**src/rtl/ifetch.sv**
```systemverilog
// rtl/ifetch.sv - instruction fetch stage: PC, credit-limited imem requests, prefetch FIFO
module ifetch #(
  parameter logic [31:0] RESET_PC = 32'h0000_0000,
  parameter int          DEPTH    = 2
) (
  input  logic        clk,
  input  logic        rst,
  input  logic        i_stall,
  input  logic        i_redirect,
  input  logic [31:0] i_redirect_pc,
  output logic        o_imem_req,
  output logic [31:0] o_imem_addr,
  input  logic        i_imem_gnt,
  input  logic        i_imem_rvalid,
  input  logic [31:0] i_imem_rdata,
  output logic        o_f_valid,
  output logic [31:0] o_f_pc,
  output logic [31:0] o_f_inst
);

  localparam int AW = $clog2(DEPTH);
  localparam int CW = AW + 1;
  localparam logic [CW:0] DEPTH_W = (CW+1)'(DEPTH);

  logic [31:0]   pc;
  logic [31:0]   fifo_pc   [DEPTH];
  logic [31:0]   fifo_inst [DEPTH];
  logic [31:0]   tag_q     [DEPTH];
  logic [AW-1:0] f_rd, f_wr, t_rd, t_wr;
  logic [CW-1:0] count, outst, discard;
  logic [CW:0]   credits_used;
  logic          accept, push, pop;
  logic          unused_pc_bits;

  // Credits cover both in-flight requests and buffered entries, so a push never overflows.
  assign credits_used = {1'b0, outst} + {1'b0, count};
  assign o_imem_req   = !rst && !i_redirect && (credits_used < DEPTH_W);
  assign o_imem_addr  = pc;
  assign accept       = o_imem_req && i_imem_gnt;
  assign push         = i_imem_rvalid && (discard == '0);
  assign pop          = o_f_valid && !i_stall;

  assign o_f_valid = (count != '0);
  assign o_f_pc    = o_f_valid ? fifo_pc[f_rd]   : 32'h0000_0000;
  assign o_f_inst  = o_f_valid ? fifo_inst[f_rd] : 32'h0000_0013;

  assign unused_pc_bits = ^i_redirect_pc[1:0];

  always_ff @(posedge clk) begin
    if (rst) begin
      pc      <= RESET_PC;
      count   <= '0;
      outst   <= '0;
      discard <= '0;
      f_rd    <= '0;
      f_wr    <= '0;
      t_rd    <= '0;
      t_wr    <= '0;
    end else begin
      if (accept) begin
        pc           <= pc + 32'd4;
        tag_q[t_wr]  <= pc;
        t_wr         <= t_wr + 1'b1;
      end
      if (i_imem_rvalid) begin
        t_rd <= t_rd + 1'b1;
      end
      outst <= outst + CW'(accept) - CW'(i_imem_rvalid);

      if (i_redirect) begin
        // Everything still in flight belongs to the old path and must be dropped.
        pc      <= {i_redirect_pc[31:2], 2'b00};
        count   <= '0;
        f_rd    <= '0;
        f_wr    <= '0;
        discard <= outst - CW'(i_imem_rvalid);
      end else begin
        if (i_imem_rvalid && (discard != '0)) begin
          discard <= discard - 1'b1;
        end
        if (push) begin
          fifo_pc[f_wr]   <= tag_q[t_rd];
          fifo_inst[f_wr] <= i_imem_rdata;
          f_wr            <= f_wr + 1'b1;
        end
        if (pop) begin
          f_rd <= f_rd + 1'b1;
        end
        case ({push, pop})
          2'b10:   count <= count + 1'b1;
          2'b01:   count <= count - 1'b1;
          default: count <= count;
        endcase
      end
    end
  end

endmodule
```
**config.mk**
```make
export PLATFORM = sky130hd
export DESIGN_NAME = ifetch
export DESIGN_NICKNAME = d
export VERILOG_FILES = /design/src/rtl/ifetch.sv
export SDC_FILE = /design/constraint.sdc
export NUM_CORES = 1
export LEC_CHECK = 0
export CAP_MARGIN = 20
export CORE_MARGIN = 1
export CORE_UTILIZATION = 49
export DETAILED_ROUTE_END_ITERATION = 8
export PLACE_DENSITY_LB_ADDON = 0.05
export SETUP_SLACK_MARGIN = 0.15
export SLEW_MARGIN = 5
export SYNTH_ARGS = -nofsm -noshare
export SYNTH_HDL_FRONTEND = slang
export SYNTH_SLANG_ARGS = --single-unit
```
**constraint.sdc**
```tcl
create_clock -name clk -period 15.2 [get_ports clk]
set_clock_uncertainty 0.05 [all_clocks]
set_input_delay 4.56 -clock clk [delete_from_list [all_inputs] [get_ports clk]]
set_output_delay 4.56 -clock clk [all_outputs]
set_load 0.01 [all_outputs]
```
==> results.sh <==
export IMPL_status="finished, final reports clean"
export IMPL_cts_tree="done"
export IMPL_synth_seq_cells=226
export IMPL_fin_crit_ns=11.06
export IMPL_placement_rows=49
export IMPL_slew_headroom_pct=29.47
export IMPL_crit_arrival_ns=6.45
export IMPL_rr_worst_depth=11
export IMPL_wl_per_cell_um=17.23
export IMPL_hold_buffers=0
export IMPL_setup_slack_ns=4.143
export IMPL_placed_cells=1013
export IMPL_numPortBuffers=161
export IMPL_first_pass_iters=4
export IMPL_syn_area_um2=9239
export IMPL_cts_resized=0
export IMPL_synth_seq_area_share_pct=68.91
export IMPL_area_delta_synth_final_pct=27.71
export IMPL_insertion_delay_ns=0.49
export IMPL_die_w_um=139.3
export IMPL_n_antenna_cell=0
export IMPL_worst_slew_pin_slew_ns=1.058
export IMPL_routed_wl_mm=18.15
export IMPL_crit_required_ns=10.59
export IMPL_drt_initial_drc_count=232
export IMPL_pre_cts_ws_ns=4.143
export IMPL_dominantRegCellSynth="edfxtp_1"
export IMPL_fp_dieArea_um2=19410
export IMPL_final_util_pct=64.80
export IMPL_timing_final_crit_share_pct=72.74
export IMPL_synth_area_leaders="edfxtp_1 (60%), dfxtp_1 (9.1%), mux2i_1 (7.3%), nor2_1 (3.7%), mux2_2 (3.7%)"
export IMPL_yosysWarnings=0
export IMPL_cts_buffer_depth=3
export IMPL_p_leak_nw=3.870
export IMPL_fin_cells=1053
export IMPL_final_cell_mix="edfxtp_1 (184), clkdlybuf4s50_1 (160), nor2_1 (90), mux2i_1 (67), dfxtp_1 (41)"
export IMPL_boundaryPins=168
export IMPL_syn_inst=649
export IMPL_synth_top_cell_by_area="edfxtp_1"
export IMPL_power_density_nw_per_um2=117.9
export IMPL_layout_commonest_cell="edfxtp_1"
export IMPL_maxSlewViolCount=0
export IMPL_yosysTopAreaCellShare_pct=59.80
export IMPL_clock_sinks=226
export IMPL_start_kind="input pin"
export IMPL_synthArstFlopShare_pct=0
export IMPL_regArea_um2=6370
export IMPL_root_buffer="clkbuf_16"
export IMPL_clk_pin_slew_ns=0.06
export IMPL_critPathCaptureType="output pin"
export IMPL_overflow=0
export IMPL_postCtsSetupBuffers=0
export IMPL_antenna_left=0
export IMPL_setup_viol=0
export IMPL_vias=5628
export IMPL_critPathMaxFanout=40
export IMPL_grt_antenna_before_repair=0
export IMPL_min_path_cells=2
export IMPL_synth_cell_types=52
export IMPL_nets=887
export IMPL_track_usage_pct=18.95
export IMPL_rsz0062_at_grt="no"
export IMPL_start_util_pct=50.74
export IMPL_multi_input_area_um2=2664
export IMPL_drc=0
export IMPL_grt_pass1_vias=5811
export IMPL_die_h_um=139.3
export IMPL_nFillCells=1336
export IMPL_hpwl_mm=11.30
export IMPL_worstSetupPathType="input pin to output pin"
export IMPL_numCtsBuffers=23
export IMPL_grt_pass1_wl_mm=29.48
export IMPL_synth_edf_count=184
export IMPL_gp_congestion=0.7897
export IMPL_fin_hold_ws_ns=0.4703
export IMPL_hold_violations=0
export IMPL_min_path_type="register to register"
export IMPL_htreeDepth=1
export IMPL_core_area_um2=18210
export IMPL_drive_above_1_share_pct=10.19
export IMPL_fmax_mhz=90.44
export IMPL_grt_max_degree=63
export IMPL_via_per_inst=5.345
export IMPL_syn_avg_cell_area_um2=14.24
export IMPL_peakVddDrop_v=0.00007369
export IMPL_setup_tns_ns=0
export IMPL_cap_violations=0
## per-stage QoR
step | cell area (µm²) | power [W]
after floorplan | 9250 | 0.0007934
after global placement | 11040 | 0.0008575
after detailed placement | 11040 | 0.0008621
after CTS | 11770 | 0.001406
after global routing | 11800 | 0.001447
final | 11800 | 0.001391
## logic make-up (layout without fill, tap and decap cells)
| kind of cell | Yosys count | in the layout | share of synthesized area [%] |
|---|---|---|---|
| DFF | 226 | 226 | 68.91 |
| and+or+nand+nor | 179 | 179 | 9.521 |
| muxes | 98 | 98 | 11.04 |
| buffers and inverters | 53 | 225 | 2.600 |
| AOI/OAI and AO/OA | 52 | 52 | 3.738 |
| xor gates and xnor gates | 33 | 33 | 3.128 |
| adders and majority gates | 7 | 7 | 1.029 |
| other | 1 | 4 | 0.04059 |
## registers in the layout (all words and copies together) (netlist names), named ones only
signal       cells
f_rd             1
tag_q           60
o_imem_addr     30
f_wr             1
t_wr             1
outst            2
discard          2
fifo_pc         60
fifo_inst       64
t_rd             1
count            2
## final timing paths
path | startpoint | endpoint | slack (ns)
worst max-delay path | rst | o_imem_req | 4.14
worst min-delay path | t_rd | register | 0.47
worst max register to register | count[0] | outst[1] | 11.49
worst min register to register | t_rd | register | 0.47
## worst max-delay path, cell delays in order
cell	delay, ns
clkdlybuf4s50_1	0.41
buf_4	0.26
or2_2	0.44
nor3_1	0.19
clkdlybuf4s50_1	0.58
## synthesized netlist by cell type, drive strengths merged (9+ instances only)
cell and n:
xor2 17, nor2 94, nor2b 10, clkbuf 16, dfxtp 42, o22ai 11
xnor2 16, mux2 31, inv 17, a22oi 9, mux2i 67, a21oi 11
nand3 12, buf 20, nand4 17, nand2 17, edfxtp 184
## metal layers
layer	vias up	wire length [µm]	global-route usage, %
li1	2708	-	-
met1	2730	8522	26.21
met2	170	8611	31.63
met5	-	0	0
met4	0	204	4.503
met3	20	808	2.822
## where the power goes
group          switching [W]  leakage [nW]  internal, W
Sequential         0.0000172          2.02     0.000693
Combinational      0.0000658          1.49    0.0000729
Clock               0.000209         0.352     0.000333
Total               0.000292          3.87      0.00110
## final cells by class
type,count,share of cell area [%]
Timing Repair Buffer,169,14.29
Multi-Input combinational cell,373,22.58
Clock inverter,8,0.9544
Clock buffer,31,5.217
Inverter,17,0.5408
Tap cell,229,2.428
Sequential cell,226,53.99
No activity file was read; power rests on OpenSTA's default activity.
